===== src/rtl/switch_event_ctrl.sv =====
// Switch-bank event controller: samples debounced switches, latches edge events into PENDING and drives a masked level interrupt.
// Optional macro SWITCH_EVT_SYNC_EN adds a 2-flop input synchronizer and extends priming to match.
module switch_event_ctrl #(
  parameter int WIDTH = 8,
  parameter logic [WIDTH-1:0] RESET_MASK = '0,
  parameter logic [WIDTH-1:0] RESET_EDGE = '0
) (
  input  logic             clock,
  input  logic             reset,
  input  logic             Read,
  input  logic             Write,
  input  logic [1:0]       Address,
  input  logic [WIDTH-1:0] DataIn,
  output logic [WIDTH-1:0] DataOut,
  output logic             Ack,
  input  logic [WIDTH-1:0] Switch_in,
  output logic             Interrupt
);

  typedef enum logic {IDLE, ACK} bus_state_t;

  bus_state_t state, state_next;

  logic [WIDTH-1:0] cur_q, prev_q;
  logic [WIDTH-1:0] pending, mask, edge_mode;
  logic [WIDTH-1:0] rise, fall, evt, clr;
  logic [WIDTH-1:0] data_next;
  logic             primed;
  logic             ack_next;
  logic             wr_pending, wr_mask, wr_edge;

`ifdef SWITCH_EVT_SYNC_EN
  logic [WIDTH-1:0] sync1, sync2;
  logic [2:0]       prime_sr;

  // Detection stays off until the synchronizer and sample pair hold post-reset data.
  always_ff @(posedge clock) begin
    sync1  <= Switch_in;
    sync2  <= sync1;
    cur_q  <= sync2;
    prev_q <= cur_q;
    if (reset) prime_sr <= '0;
    else       prime_sr <= {prime_sr[1:0], 1'b1};
  end

  assign primed = prime_sr[2];
`else
  logic prime_q;

  always_ff @(posedge clock) begin
    cur_q  <= Switch_in;
    prev_q <= cur_q;
    if (reset) prime_q <= 1'b0;
    else       prime_q <= 1'b1;
  end

  assign primed = prime_q;
`endif

  assign rise = cur_q & ~prev_q;
  assign fall = ~cur_q & prev_q;
  assign evt  = {WIDTH{primed}} & (rise | (edge_mode & fall));
  assign clr  = wr_pending ? DataIn : '0;

  always_ff @(posedge clock) begin
    if (reset) state <= IDLE;
    else       state <= state_next;
  end

  // Register side effects fire only on the IDLE->ACK step; a write wins over a simultaneous read.
  always_comb begin
    state_next = state;
    ack_next   = Ack;
    data_next  = DataOut;
    wr_pending = 1'b0;
    wr_mask    = 1'b0;
    wr_edge    = 1'b0;
    case (state)
      IDLE: begin
        ack_next = 1'b0;
        if (Read || Write) begin
          state_next = ACK;
          ack_next   = 1'b1;
          if (Write) begin
            case (Address)
              2'd1:    wr_pending = 1'b1;
              2'd2:    wr_mask    = 1'b1;
              2'd3:    wr_edge    = 1'b1;
              default: ;
            endcase
          end else begin
            case (Address)
              2'd0:    data_next = cur_q;
              2'd1:    data_next = pending;
              2'd2:    data_next = mask;
              default: data_next = edge_mode;
            endcase
          end
        end
      end
      ACK: begin
        if (!Read && !Write) begin
          state_next = IDLE;
          ack_next   = 1'b0;
        end
      end
      default: begin
        state_next = IDLE;
        ack_next   = 1'b0;
      end
    endcase
  end

  // New events override a same-cycle clear, and latch whatever the mask says.
  always_ff @(posedge clock) begin
    if (reset) begin
      Ack       <= 1'b0;
      DataOut   <= '0;
      Interrupt <= 1'b0;
      pending   <= '0;
      mask      <= RESET_MASK;
      edge_mode <= RESET_EDGE;
    end else begin
      Ack       <= ack_next;
      DataOut   <= data_next;
      Interrupt <= |(pending & mask);
      pending   <= evt | (pending & ~clr);
      if (wr_mask) mask      <= DataIn;
      if (wr_edge) edge_mode <= DataIn;
    end
  end

endmodule


===== config.mk =====
export PLATFORM = sky130hd
export DESIGN_NAME = switch_event_ctrl
export DESIGN_NICKNAME = d
export VERILOG_FILES = /design/src/rtl/switch_event_ctrl.sv
export SDC_FILE = /design/constraint.sdc
export NUM_CORES = 1
export LEC_CHECK = 0
export CAP_MARGIN = 40
export CORE_MARGIN = 2
export CORE_UTILIZATION = 35
export DETAILED_ROUTE_END_ITERATION = 10
export SLEW_MARGIN = 20
export SYNTH_ARGS = -nofsm -noshare
export SYNTH_HDL_FRONTEND = slang
export SYNTH_SLANG_ARGS = --single-unit
export TNS_END_PERCENT = 1

===== constraint.sdc =====
create_clock -name clock -period 1.8 [get_ports clock]
set_input_delay 0.54 -clock clock [delete_from_list [all_inputs] [get_ports clock]]
set_output_delay 0.54 -clock clock [all_outputs]
set_load 0.005 [all_outputs]

## Word level (Yosys, flattened, before mapping)

Cells that the tools add are included.
Widths: inputs -> output; s select.

| operators by class | value |
|---|---|
| equality and inequality tests | 4 |
| muxes and demuxes | 20 |
| bitwise gates (word level) | 13 |
| reductions and logical operators | 7 |

Operator list:

| kind | count |
|---|---|
| $and 8x8->8 | 6 |
| $not 8->8 | 3 |
| $pmux 8 s3 | 1 |
| $mux 1 | 16 |
| $or 8x8->8 | 2 |
| $mux 8 | 1 |
| $reduce_or 8->1 | 1 |
| $eq 2x2->1 const B | 2 |
| $pmux 1 s2 | 2 |
| $reduce_and 3->1 | 1 |
| $eq 2x1->1 const B | 1 |
| $logic_not 1->1 | 2 |
| $logic_not 2->1 | 1 |
| $ne 2x1->1 const B | 1 |
| $not 1->1 | 2 |
| $logic_and 1x1->1 | 1 |
| $logic_or 1x1->1 | 1 |

| word-level totals | value |
|---|---|
| register bits | 52 |
| bits of input ports | 22 |
| output and inout port bits | 10 |

## Longest topological paths before layout

Gate-level depths: netlist of run 1.

| logic depth | value |
|---|---|
| depth in word-level cells | 9 |
| mapped depth | 5 |
| depth with buffers taken out | 3 |

## Worst setup path before layout of run 1

Ideal clock, no wire load.

| path | value |
|---|---|
| kind | input to register |
| start point | in Write |
| end point | reg DataOut[0] |
| arrival time | 1.288 ns |
| path slack | 0.380 ns |
| cell stages on the path | 5 |
| path through | clkbuf_2 or3b_1 buf_2 nand2_1 a21oi_1 |

| on the way | value |
|---|---|
| cells in the longest elaborated chain, start to end | 2 |
| elaborated cells between the ends (all ways) | 3 |

Ends and longest elaborated chain:

| element | line | text |
|---|---|---|
| start: declaration | 11 | `input logic Write,` |
| $logic_or 1x1->1 / $not 1->1 (equally long branches) | -- |  |
| $reduce_and 3->1 (no line) * | -- |  |
| end signal: assignment | 125 | `DataOut <= data_next;` |
| end: declaration | 14 | `output logic [WIDTH-1:0] DataOut,` |

Every way passes the cells marked *; elsewhere a longest branch is shown, timed or not.
A chain may end at the register's enable or synchronous reset.

## Worst setup path after layout of run 1

| path | value |
|---|---|
| start point | reg DataOut[3] |
| end point | out DataOut[3] |

No word-level cell between the ends.

==> reports/metrics.cfg, run 1 <==
[critical_path]
worst-endpoint-required_ns = 1.26
crit_chain = clkdlybuf4s50_1
startpoint_type = register
max_stage_delay_ns = 0.51
critPathMaxFanout = 2
critPathSlowestCell = clkdlybuf4s50_1
crit_arrival_ns = 1.17
end_kind = output pin
critPathKind = reg2out
path_buf_inv = 1
critPathTopFamily = buffers and inverters

[route]
vias = 1493
drc = 0
avgRoutedWirePerCell_um = 13.8
drt_wl_total_um = 4310
vias_per_cell = 4.79
wl_met3_um = 131
top_layer_used = met4
firstDrtPassIters = 4
met2RoutedLength_um = 2090
ant_nets = 0
wl_met1_um = 2030
drt_iter0_markers = 99

[clock_tree]
clock-root-buffer = clkbuf_8
cts_buffers = 5
post_cts_resized = 0
cts_sinks = 52
clock_latency_ns = 0.30
clk_pin_slew_ns = 0.09
post_cts_buffers = 0
holdBufCountCts = 0
htreeDepth = 2
cts_tree = yes
cts_buffer_depth = 2

[layout]
syn2layout_area_growth_pct = 28.1
final_cells = 312
nets = 261
seqCellArea_um2 = 1040
design_area_um2 = 2540
diodes = 0
drive_above_1_share_pct = 12.9
multi_input_area_um2 = 852
nFillCells = 556

[timing]
hold_viol_final = 0
setup_viol = 0
min_period_over_period_pct = 95.2
setup_ws_ns = 0.0868
finalCriticalPeriod_ns = 1.71
slew_headroom_pct = 78.2
clock_skew_ns = 0.00417
fmax_mhz = 584
worst_pin_slew_ns = 0.326
tns_ns = 0
drv_slew = 0
rsz0062_at_grt = no

[placed_design]
gp_congestion = 0.767
placed_area_um2 = 2450
dpl.cell_count = 304
place_hpwl_um = 3100
port_buffers = 31
dp_slack_ns = -0.177

[global_route]
grt_pass1_vias = 1361
gr-total-overflow = 0
grt_pass1_wl_um = 6960
antenna_found_initial = 0
grt_usage_pct = 14.7
grt_max_degree = 37

[logic_synthesis]
yosysUniqueCellTypes = 23
avgSynthCellArea_um2 = 10.0
synth_edf_count = 0
yosys_most_used_dff = dfxtp_1
syn_inst = 198
syn_nets = 220
ys_seq_elements = 52
synth_area_leaders = dfxtp_1, mux4_2, a21oi_1
synth-seq-area-share_pct = 52.5
synthesis.area_um2 = 1980
synth-warning-count = 0
async_flop_share_pct = 0
yosysMostFrequentCell = dfxtp_1
ys_top_cells_by_count = dfxtp_1, nand2_1, a21oi_1, o21ai_0, nor2_1
synth_area_leader_cell = dfxtp_1
synth_top_area_share_pct = 52.5

[floorplan]
fp.dieH_um = 79.3
die_w_um = 79.3
num_rows = 27
core_um2 = 5510
ios = 32
start_util_pct = 36.0
dieArea_um2 = 6290

[pwr]
p_clk_share_pct = 31.9
comb_power_share_pct = 9.8
p_seq_share_pct = 58.3
ir_drop_mv = 0.290
p_per_area_nw_per_um2 = 832
p_int_w = 0.00163
switchingPower_w = 0.000486
cellLeakagePower_nw = 0.963
swShare_pct = 23.0

[flow_run]
maxCapViolCount = 0

[run_status]
status = completed

[worst_hold_path]
hold_class = reg2reg

-- per-layer routing --
layer	vias up	track usage, %
li1	764	-
met1	698	19.2
met2	27	24.1
met3	4	3.18
met4	0	5.17
met5	-	0
-- registers in the layout (all words and copies together) (netlist names) --
| register | count |
|---|---|
| pending | 8 |
| prime_q | 1 |
| Interrupt | 1 |
| prev_q | 8 |
| state | 1 |
| edge_mode | 8 |
| DataOut | 8 |
| cur_q | 8 |
| Ack | 1 |
| mask | 8 |
-- per-stage QoR --
step	power [W]	utilization, %	hold WS [ns]
6_report	0.00212	46.2	0.383
5_1_grt	0.00221	46.2	0.400
4_1_cts	0.00214	46.2	0.386
3_5_place_dp	0.00147	44.5	0.375
3_3_place_gp	0.00147	44.5	0.365
2_1_floorplan	0.00135	-	0.352
-- worst paths after layout --
check	start	endpoint	slack, ns	cells past startpoint
hold reg to reg	cur_q[0]	prev_q[0]	0.38	0
setup reg to reg	state	mask[1]	0.59	4
setup / recovery	DataOut[3]	DataOut[3]	0.09	1
hold / removal	cur_q[0]	prev_q[0]	0.38	0
-- cell usage in the layout (no fill, tap or decap) --
master / instances
dfxtp_1: 52
nand2_1: 32
clkdlybuf4s50_1: 31
a21oi_1: 24
o21ai_0: 16
buf_4: 11
nor2_1: 10
inv_1: 9
nor2b_1: 9
mux4_2: 8
and3b_1: 8
mux2i_1: 8
clkbuf_8: 6
a22oi_1: 4
clkinv_2: 2
buf_12: 2
and4b_1: 1
nand4b_1: 1
nor3b_2: 1
or3b_1: 1
nor3_1: 1
a41oi_1: 1
nand4bb_1: 1
and4bb_2: 1
-- cell families after synthesis --
kind of cell / Yosys count / share of synthesized area (%)
flops: 52 / 52.5
mux: 16 / 13.1
compound gates: 45 / 12.0
simple gates: 66 / 17.8
buf+inv: 19 / 4.60
-- power by group through the flow --
stage	Combinational, W	Sequential [W]	Clock (W)
floorplan	0.000107	0.00125	0
global placement	0.000206	0.00126	0
detailed placement	0.000208	0.00126	0
CTS	0.000209	0.00123	0.000695
global route	0.000227	0.00124	0.000740
finish	0.000207	0.00123	0.000675
-- area by class of cell --
cell class                 instances  share of cell area [%]
inverter                           9                    1.33
multi-input combinational        127                    33.5
tap                               72                    3.54
sequential                        52                    40.9
timing repair buffer              44                    17.0
clock buffer                       6                    3.25
clock inverter                     2                   0.394
No activity file was read; power rests on OpenSTA's default activity.
==> inputs of run 2 (changes only) <==
- RECOVER_POWER: default -> 50
==> run 2 against run 1 <==
  * Utilization shrank 0.27 points
  * Clock skew hardly changed
  * Sequential power barely moved
  * Sequential share of layout area up 0.24 points
  * Flip-flop and latch count did not move
  * Global-route usage unchanged
  * Maximum frequency hardly changed
  * Worst setup slack lost 0.00098 ns
  * Wire length is essentially flat
  * Power decreased by 0.38%
  * Register-to-register slack worse by 0.04 ns
  * Combinational power shrank 4%
  * Critical path type is now in2reg
  * Largest cell class unchanged
  * Largest power group unchanged
  * Highest routed layer unchanged
==> reports/metrics.cfg, run 2 (synthesis gave the netlist of run 1 again) <==
[pwr]
p_seq_share_pct = 58.6
p_clk_share_pct = 32.0
switchingPower_w = 0.000485
p_per_area_nw_per_um2 = 834
comb_power_share_pct = 9.4
ir_drop_mv = 0.290
swShare_pct = 23.0
cellLeakagePower_nw = 0.961
p_int_w = 0.00162

[run_status]
status = completed

[route]
firstDrtPassIters = 4
drt_wl_total_um = 4310
vias_per_cell = 4.78
wl_met1_um = 2040
top_layer_used = met4
met2RoutedLength_um = 2090
vias = 1491
wl_met3_um = 131
drt_iter0_markers = 99
drc = 0
avgRoutedWirePerCell_um = 13.8
ant_nets = 0

[layout]
mostFrequentLayoutCells = dfxtp_1, nand2_1, a21oi_1
final_common_cell = dfxtp_1
seqCellArea_um2 = 1040
drive_above_1_share_pct = 12.9
syn2layout_area_growth_pct = 27.4
design_area_um2 = 2530
diodes = 0
multi_input_area_um2 = 852
nFillCells = 558
nets = 261

[timing]
drv_slew = 0
finalCriticalPeriod_ns = 1.71
setup_viol = 0
worst_pin_slew_ns = 0.731
min_period_over_period_pct = 95.2
fmax_mhz = 583
rsz0062_at_grt = no
holdWs_ns = 0.383
clock_skew_ns = 0.00416
slew_headroom_pct = 51.2
hold_viol_final = 0

[floorplan]
dieArea_um2 = 6290
start_util_pct = 36.0
fp.dieH_um = 79.3
core_um2 = 5510
die_w_um = 79.3
ios = 32
num_rows = 27

[global_route]
grt_pass1_vias = 1361
grt_max_degree = 37
grt_usage_pct = 14.7
grt_pass1_wl_um = 6960
antenna_found_initial = 0
gr-total-overflow = 0

[clock_tree]
post_cts_buffers = 0
cts_buffer_depth = 2
cts_sinks = 52
cts_tree = yes
htreeDepth = 2
clock-root-buffer = clkbuf_8
cts_buffers = 5
clk_pin_slew_ns = 0.09
holdBufCountCts = 0
post_cts_resized = 0
clock_latency_ns = 0.30

[flow_run]
maxCapViolCount = 0

[critical_path]
max_stage_delay_ns = 0.45
end_kind = register
critPathTopFamily = buffers and inverters
worst-endpoint-required_ns = 1.96
path_buf_inv = 3
crit_arrival_ns = 1.88
critPathMaxFanout = 12
crit_chain = clkdlybuf4s50_1 > buf_12 > and4bb_2 > buf_4 > mux2i_1 > nor2_1
critPathKind = in2reg
critPathSlowestCell = clkdlybuf4s50_1
startpoint_type = primary input

[worst_hold_path]
hold_class = reg2reg

[placed_design]
gp_congestion = 0.767
port_buffers = 31
place_hpwl_um = 3100
placed_area_um2 = 2450

-- run 2: cell types whose count changed in the layout (fill, tap and decap cells not counted), sizes merged --
cell,previous run,this run
clkdlybuf4s50,31,22
dlygate4sd3,0,9
buf,13,12
clkbuf,6,7
-- run 2: layout make-up --
| type | instances | area share, % |
|---|---|---|
| clock buffer | 6 | 3.27 |
| clock inverter | 2 | 0.396 |
| inverter | 9 | 1.34 |
| multi-input combinational | 127 | 33.7 |
| sequential | 52 | 41.2 |
| tap | 72 | 3.56 |
| timing repair buffer | 44 | 16.5 |
-- run 2: stage by stage --
| step | power (W) | cells | setup TNS, ns | setup WS (ns) | util (%) |
|---|---|---|---|---|---|
| after floorplan | 0.00135 | 198 | 0 | 0.380 | - |
| after global placement | 0.00147 | 304 | -3.13 | -0.167 | 44.5 |
| after detailed placement | 0.00147 | 304 | -3.32 | -0.177 | 44.5 |
| after CTS | 0.00214 | 312 | 0 | 0.0719 | 46.2 |
| after global routing | 0.00220 | 312 | 0 | 0.0279 | 45.9 |
| final | 0.00211 | 312 | 0 | 0.0859 | 45.9 |
-- run 2: worst reg2reg max path, delay by kind of cell, from the launching register on --
family,cells,cell delay [ns]
buffers and inverters,1,0.16
DFF,1,0.37
muxes,1,0.19
and+or+nand+nor,2,0.40
-- run 2: power by group through the flow --
stage | Sequential, W | Clock (W) | Combinational (W)
floorplan | 0.00125 | 0 | 0.000107
CTS | 0.00123 | 0.000695 | 0.000209
detailed placement | 0.00126 | 0 | 0.000208
finish | 0.00123 | 0.000675 | 0.000199
global route | 0.00124 | 0.000740 | 0.000219
global placement | 0.00126 | 0 | 0.000206
-- run 2: layer usage --
| layer | up-vias | global-route usage (%) |
|---|---|---|
| li1 | 764 | - |
| met5 | - | 0 |
| met2 | 27 | 24.1 |
| met1 | 696 | 19.2 |
| met3 | 4 | 3.18 |
| met4 | 0 | 5.17 |
-- run 2: path summary, 6_finish.rpt --
| check | startpoint | end | slack (ns) | cells after the start |
|---|---|---|---|---|
| setup reg to reg | state | mask[1] | 0.55 | 4 |
| hold reg to reg | cur_q[0] | prev_q[0] | 0.38 | 0 |
| setup / recovery | Address[0] | mask[1] | 0.09 | 6 |
| hold / removal | cur_q[0] | prev_q[0] | 0.38 | 0 |
==> inputs of run 3 (changes only) <==
- GPL_ROUTABILITY_DRIVEN: default -> 0
==> results of run 3 <==
Same layout as run 2: the final DEF is identical, and so are final timing and power.
